### config.mk
export PLATFORM = sky130hd
export DESIGN_NAME = bcd_down_timer
export DESIGN_NICKNAME = d
export VERILOG_FILES = /design/src/rtl/bcd_down_timer.sv
export SDC_FILE = /design/constraint.sdc
export NUM_CORES = 1
export LEC_CHECK = 0
export BUFFER_PORTS_ARGS = -buffer_cell sky130_fd_sc_hd__buf_2
export CORE_ASPECT_RATIO = 0.7
export CORE_UTILIZATION = 35
export CTS_CLUSTER_DIAMETER = 40
export DETAILED_ROUTE_END_ITERATION = 8
export PLACE_DENSITY = 0.58
export SYNTH_ARGS = -nofsm -noshare
export SYNTH_HDL_FRONTEND = slang
export SYNTH_SLANG_ARGS = --single-unit
### constraint.sdc
create_clock -name CLK -period 2 [get_ports CLK]
set_input_delay 0.1 -clock CLK [delete_from_list [all_inputs] [get_ports CLK]]
set_output_delay 0.1 -clock CLK [all_outputs]
set_load 0.1 [all_outputs]
### src/rtl/bcd_down_timer.sv
// Two-digit packed-BCD down-counting timer with prescaler, DONE pulse on
// reaching 00, optional auto-reload and a sticky invalid-preset flag.
//
//  state    | meaning
//  ---------+------------------------------------------------------------
//  IDLE     | loaded or paused; waits for START with a non-zero count
//  RUNNING  | prescaler advancing, Q steps once every PRESCALE clocks
//  EXPIRED  | count reached 00 and stopped; only LOAD or reset leave it
module bcd_down_timer #(
   parameter int PRESCALE    = 4,
   parameter bit AUTO_RELOAD = 1'b0
) (
   input  logic       CLK,
   input  logic       RESET,
   input  logic       LOAD,
   input  logic [7:0] DIN,
   input  logic       START,
   input  logic       STOP,
   output logic [7:0] Q,
   output logic       RUN,
   output logic       DONE,
   output logic       ERR
);

   typedef enum logic [1:0] {IDLE, RUNNING, EXPIRED} state_t;

   localparam logic [7:0] PC_LAST = 8'(PRESCALE - 1);

   state_t     state;
   logic [7:0] pr;
   logic [7:0] pc;
   logic       din_ok;
   logic [7:0] q_dec;

   assign din_ok = (DIN[7:4] <= 4'd9) && (DIN[3:0] <= 4'd9);

   // Digit-wise decrement: borrowing from tens reloads units with 9.
   always_comb begin
      q_dec = Q;
      if (Q[3:0] != 4'd0) begin
         q_dec[3:0] = Q[3:0] - 4'd1;
      end else begin
         q_dec[3:0] = 4'd9;
         q_dec[7:4] = Q[7:4] - 4'd1;
      end
   end

   always_ff @(posedge CLK or negedge RESET) begin
      if (!RESET) begin
         state <= IDLE;
         Q     <= 8'h00;
         pr    <= 8'h00;
         pc    <= 8'h00;
         RUN   <= 1'b0;
         DONE  <= 1'b0;
         ERR   <= 1'b0;
      end else begin
         DONE <= 1'b0;
         if (LOAD) begin
            if (din_ok) begin
               Q     <= DIN;
               pr    <= DIN;
               pc    <= 8'h00;
               ERR   <= 1'b0;
               state <= IDLE;
               RUN   <= 1'b0;
            end else begin
               ERR <= 1'b1;
            end
         end else if (STOP) begin
            if (state == RUNNING) begin
               state <= IDLE;
               RUN   <= 1'b0;
            end
         end else if (state == IDLE) begin
            // pc is kept so a paused count finishes its partial period
            if (START && (Q != 8'h00)) begin
               state <= RUNNING;
               RUN   <= 1'b1;
            end
         end else if (state == RUNNING) begin
            if (pc == PC_LAST) begin
               pc <= 8'h00;
               if (Q == 8'h01) begin
                  DONE <= 1'b1;
                  if (AUTO_RELOAD && (pr != 8'h00)) begin
                     Q <= pr;
                  end else begin
                     Q     <= 8'h00;
                     state <= EXPIRED;
                     RUN   <= 1'b0;
                  end
               end else begin
                  Q <= q_dec;
               end
            end else begin
               pc <= pc + 8'd1;
            end
         end
      end
   end

endmodule
==> flow_metrics.py, run 1 <==
metrics = {
    "worst_setup_path": {
        "cp.required_ps": 2150,
        "arrival_ps": 2090,
        "worstSetupStartpointType": "flip-flop",
        "crit_type": "flip-flop to flip-flop",
        "endpoint_kind": "flip-flop",
        "critPathMaxFanout": 4,
    },
    "clocking": {
        "insertion_delay_ps": 260,
        "cts_max_path_buffers": 2,
        "htreeDepth": 1,
        "cts-buffers-inserted": 3,
        "clockRootBuffer": "clkbuf_8",
        "cts_sinks": 20,
        "cts_tree": "yes",
        "clk_pin_slew_ps": 80,
    },
    "timing": {
        "maxSlewViolCount": 0,
        "layout_min_cycle_time_ps": 1940,
        "relSlewSlack": 0.635,
        "final.setup.tns_ps": 0,
        "setup_viol": 0,
        "max_freq_ghz": 0.517,
        "skew_ps": 1.89,
        "hold_viol_final": 0,
        "post-route-period-util": 0.968,
        "worst_pin_slew_ps": 546,
        "setup_slack_ps": 64.4,
    },
    "synthesis": {
        "syn-cell-area_um2": 1260,
        "async_flop_share": 1.00,
        "synth_top_area_cell": "dfrtp_1",
        "ys_seq_elements": 20,
        "synthCells": 134,
        "synth-seq-area-share": 0.396,
        "synth.top_cells.by_area": "dfrtp_1 40%, nand2_1 4.2%, ha_1 4.0%",
        "yosysWarnings": 0,
        "synth_top_area_frac": 0.396,
        "syn_nets": 151,
        "synth_edf_count": 0,
        "synth.avg_cell_area_um2": 9.44,
        "ys_types": 44,
        "synthFlopType": "dfrtp_1",
    },
    "drt": {
        "drcViolationCount": 0,
        "routed_wl_mm": 3.05,
        "firstDrtPassIters": 6,
        "wl_per_cell_um": 14.1,
        "drtAntennaViolNets": 0,
        "viasPerCell": 5.31,
        "dr.first_iter.drc_count": 45,
        "vias": 1148,
    },
    "cells_and_area": {
        "layout_common_cells": "23 x buf_2, 13 x nand2_1, 12 x buf_4",
        "drive_gt1_frac": 0.379,
        "layout_commonest_cell": "buf_2",
        "antenna_cells": 0,
        "nets": 187,
        "nFillCells": 322,
        "area.growth.synth_to_final_pct": 29.7,
        "seq_area_um2": 522,
        "stdcell_area_um2": 1640,
        "multi_input_area_um2": 754,
    },
    "global_route": {
        "grt_start_max_net_pins": 23,
        "grt_overflow": 0,
        "grt_pass1_wl_mm": 5.14,
        "antenna_found_initial": 0,
        "first_global_vias": 1090,
        "grt.total_usage": 0.178,
    },
    "placement": {
        "port_buffers": 23,
        "gp_congestion": 0.859,
        "place_area_um2": 1530,
        "hpwl_mm": 2.28,
        "dpl_worst_slack_ps": -9.89,
    },
    "die": {
        "pin_count": 24,
        "num_rows": 17,
        "core-area_um2": 3300,
        "die_area_um2": 3860,
        "initial_core_util": 0.384,
        "die_y_um": 52.3,
        "die_w_um": 73.9,
    },
    "power": {
        "power.total_mw": 2.23,
        "p_leak_nw": 0.701,
        "power.density_nw_per_um2": 1360,
        "ir_drop_mv": 0.739,
    },
    "outcome": {
        "status": "finished clean",
    },
    "hold_path": {
        "hp-class": "input pin to flip-flop",
    },
    "run": {
        "cap_viol_max_count": 0,
    },
}
==> Yosys cell counts (all sizes together), types with 3 or more instances <==
cell type,instances
a211oi,3
a21oi,8
a22o,3
a31oi,3
clkbuf,4
dfrtp,20
ha,4
inv,5
mux2,4
mux2i,3
nand2,14
nand3,5
nor2,11
nor3b,3
nor4b,3
o21ai,10
o31ai,4
==> registers in the layout (all words and copies together), names as in the netlist <==
| name | count |
|---|---|
| DONE | 1 |
| pc | 8 |
| state | 2 |
| ERR | 1 |
| Q | 8 |
==> worst max-delay path, stage by stage, from the launching register on <==
cell and delay, ps:
dfrtp_4 500, inv_2 70, ha_2 190, nor3b_4 250
nand2_2 110, a211oi_4 330, mux2_2 380
==> final timing paths <==
check | start | slack [ps] | cells past startpoint | endpoint
hold / removal | START | 110 | 3 | state[0]
setup reg to reg | Q[4] | 60 | 6 | Q[7]
min in group asynchronous | RESET | 310 | 2 | Q[4]
hold reg to reg | state[0] | 520 | 1 | state[0]
max in group asynchronous | RESET | 1330 | 2 | Q[1]
setup / recovery | Q[4] | 60 | 6 | Q[7]
==> per-layer routing <==
metal	GRT usage	routed length, µm
met5	0	0
met4	0.0192	7
met3	0.0462	115
met2	0.278	1300
met1	0.254	1620
==> kinds of logic (layout without fill, tap and decap cells) <==
kind of cell	after synthesis	count (layout)	share of synthesized area
xor+xnor	2	2	0.0139
flops	20	20	0.396
mux	7	7	0.0623
buf+inv	10	45	0.0356
compound gates	41	41	0.221
simple gates	50	50	0.232
fa+ha+maj	4	4	0.0396
==> what timing repair did <==
action	in CTS	in global routing
resized for setup	1	3
gates cloned	0	0
buffers inserted	0	1
hold buffers	1	0
endpoints found under the setup margin	3	3
pin swaps	0	1
endpoints found under the hold margin	20	0
==> power breakdown <==
group / leakage, nW / switching [mW] / internal (mW)
clock network: 0.0357 / 0.143 / 0.267
logic: 0.416 / 0.841 / 0.326
registers: 0.249 / 0.130 / 0.520
==> area by class of cell <==
cell class,instances,share of cell area
clock inverter,1,0.0183
clock buffer,3,0.0252
inverter,5,0.0114
multi-input combinational,104,0.460
sequential,20,0.318
tap,47,0.0359
timing repair buffer,36,0.131
==> stage by stage <==
stage / hold slack, ps / util / cells
2_1_floorplan: -196 / - / 134
3_3_place_gp: 82.1 / 0.465 / 210
3_5_place_dp: 86.0 / 0.465 / 210
4_1_cts: 106 / 0.492 / 215
5_1_grt: 112 / 0.498 / 216
6_report: 109 / 0.498 / 216
(Power assumes the default switching activity.)
==> inputs of run 2 (changes only) <==
--- a/config.mk
+++ b/config.mk
@@ -11,6 +11,7 @@
 export CTS_CLUSTER_DIAMETER = 40
 export DETAILED_ROUTE_END_ITERATION = 8
 export PLACE_DENSITY = 0.58
+export REMOVE_ABC_BUFFERS = 1
 export SYNTH_ARGS = -nofsm -noshare
 export SYNTH_HDL_FRONTEND = slang
 export SYNTH_SLANG_ARGS = --single-unit
==> flow_metrics.py, run 2 (synthesized netlist as in run 1, its figures left out) <==
metrics = {
    "clocking": {
        "cts_tree": "yes",
        "insertion_delay_ps": 260,
        "htreeDepth": 1,
        "cts_max_path_buffers": 2,
        "cts_sinks": 20,
        "clockRootBuffer": "clkbuf_8",
        "cts-buffers-inserted": 3,
        "clk_pin_slew_ps": 80,
        "post-cts-setup-buffers": 0,
    },
    "placement": {
        "dp.cells": 212,
        "hpwl_mm": 2.32,
        "gp_congestion": 0.877,
        "port_buffers": 23,
    },
    "die": {
        "num_rows": 17,
        "die_y_um": 52.3,
        "core-area_um2": 3300,
        "die_w_um": 73.9,
        "initial_core_util": 0.384,
        "pin_count": 24,
        "die_area_um2": 3860,
    },
    "global_route": {
        "grt_overflow": 0,
        "antenna_found_initial": 0,
        "grt_start_max_net_pins": 25,
        "grt_pass1_wl_mm": 5.50,
        "first_global_vias": 1142,
        "grt.total_usage": 0.193,
    },
    "timing": {
        "relSlewSlack": 0.607,
        "skew_ps": 2.02,
        "worst_pin_slew_ps": 587,
        "max_freq_ghz": 0.512,
        "layout_min_cycle_time_ps": 1950,
        "setup_viol": 0,
        "post-route-period-util": 0.976,
        "maxSlewViolCount": 0,
        "hold_viol_final": 0,
    },
    "worst_setup_path": {
        "critPathMaxFanout": 5,
        "crit_type": "flip-flop to flip-flop",
        "arrival_ps": 2100,
        "endpoint_kind": "flip-flop",
        "worstSetupStartpointType": "flip-flop",
        "cp.required_ps": 2150,
    },
    "cells_and_area": {
        "layout_common_cells": "23 x buf_2, 20 x dfrtp_1, 14 x nand2_1",
        "area.growth.synth_to_final_pct": 27.2,
        "drive_gt1_frac": 0.312,
        "fin_cells": 217,
        "antenna_cells": 0,
        "seq_area_um2": 500,
        "nets": 188,
        "nFillCells": 316,
        "reg_top3": "Q x8, pc x8, state x2",
        "multi_input_area_um2": 737,
        "layout_commonest_cell": "buf_2",
    },
    "hold_path": {
        "hp-class": "input pin to flip-flop",
    },
    "outcome": {
        "status": "finished clean",
    },
    "run": {
        "cap_viol_max_count": 0,
    },
    "power": {
        "p_leak_nw": 0.716,
        "ir_drop_mv": 0.681,
        "power.density_nw_per_um2": 1360,
        "power.total_mw": 2.18,
    },
    "drt": {
        "drcViolationCount": 0,
        "wl_per_cell_um": 14.9,
        "vias": 1151,
        "viasPerCell": 5.30,
        "routed_wl_mm": 3.23,
        "dr.first_iter.drc_count": 32,
        "firstDrtPassIters": 4,
        "drtAntennaViolNets": 0,
    },
}
## run 2: cell count changes in the layout (fill, tap and decap cells not counted), sizes merged
cell / previous run / this run
buf: 35 / 36
## run 2: timing repair
| item | 4_1_cts | 5_1_grt |
|---|---|---|
| endpoints found under the setup margin | 1 | 4 |
| hold endpoints to repair | 20 | 0 |
| gates resized for setup | 1 | 2 |
| hold buffers | 1 | 0 |
| pin swaps | 0 | 0 |
## run 2: area by class of cell
| type | count | share of cell area |
|---|---|---|
| Clock buffer | 3 | 0.0257 |
| Clock inverter | 1 | 0.0187 |
| Inverter | 5 | 0.0117 |
| Multi-Input combinational cell | 104 | 0.458 |
| Sequential cell | 20 | 0.311 |
| Tap cell | 47 | 0.0365 |
| Timing Repair Buffer | 37 | 0.138 |
## run 2: through the flow
step	worst slack [ps]	TNS, ps	instance area, µm²	hold slack, ps	utilization
after floorplan	-381	-2780	1240	-196	-
after global placement	143	0	1510	84.2	0.458
after detailed placement	22.2	0	1510	87.3	0.458
after CTS	19.2	0	1600	138	0.485
after global routing	-63.9	-181	1610	159	0.488
final	48.8	0	1610	150	0.488
## run 2: power by group
part	switching, mW	internal [mW]	leakage [nW]
clock network	0.146	0.267	0.0357
logic	0.842	0.319	0.421
registers	0.118	0.489	0.260
## run 2: final timing paths
path                        from  endpoint  depth (start not counted)  slack, ps
setup reg to reg            Q[1]      Q[5]                          6         50
max in group asynchronous  RESET     pc[2]                          2       1340
setup / recovery            Q[1]      Q[5]                          6         50
min in group asynchronous  RESET      Q[1]                          2        330
hold reg to reg            pc[7]     pc[7]                          1        530
hold / removal             START  state[0]                          3        150
## run 2: per-layer routing
metal,up-vias,track usage,routed length (µm)
li1,570,-,-
met3,4,0.0462,108
met5,-,0,0
met1,553,0.270,1670
met4,0,0.0385,36
met2,24,0.304,1410
## run 2: critical path: stages, from the launching register on
cell,delay (ps)
dfrtp_1,430
inv_1,100
ha_1,160
nor3b_2,260
nand2_1,160
a211oi_4,350
mux2_2,380
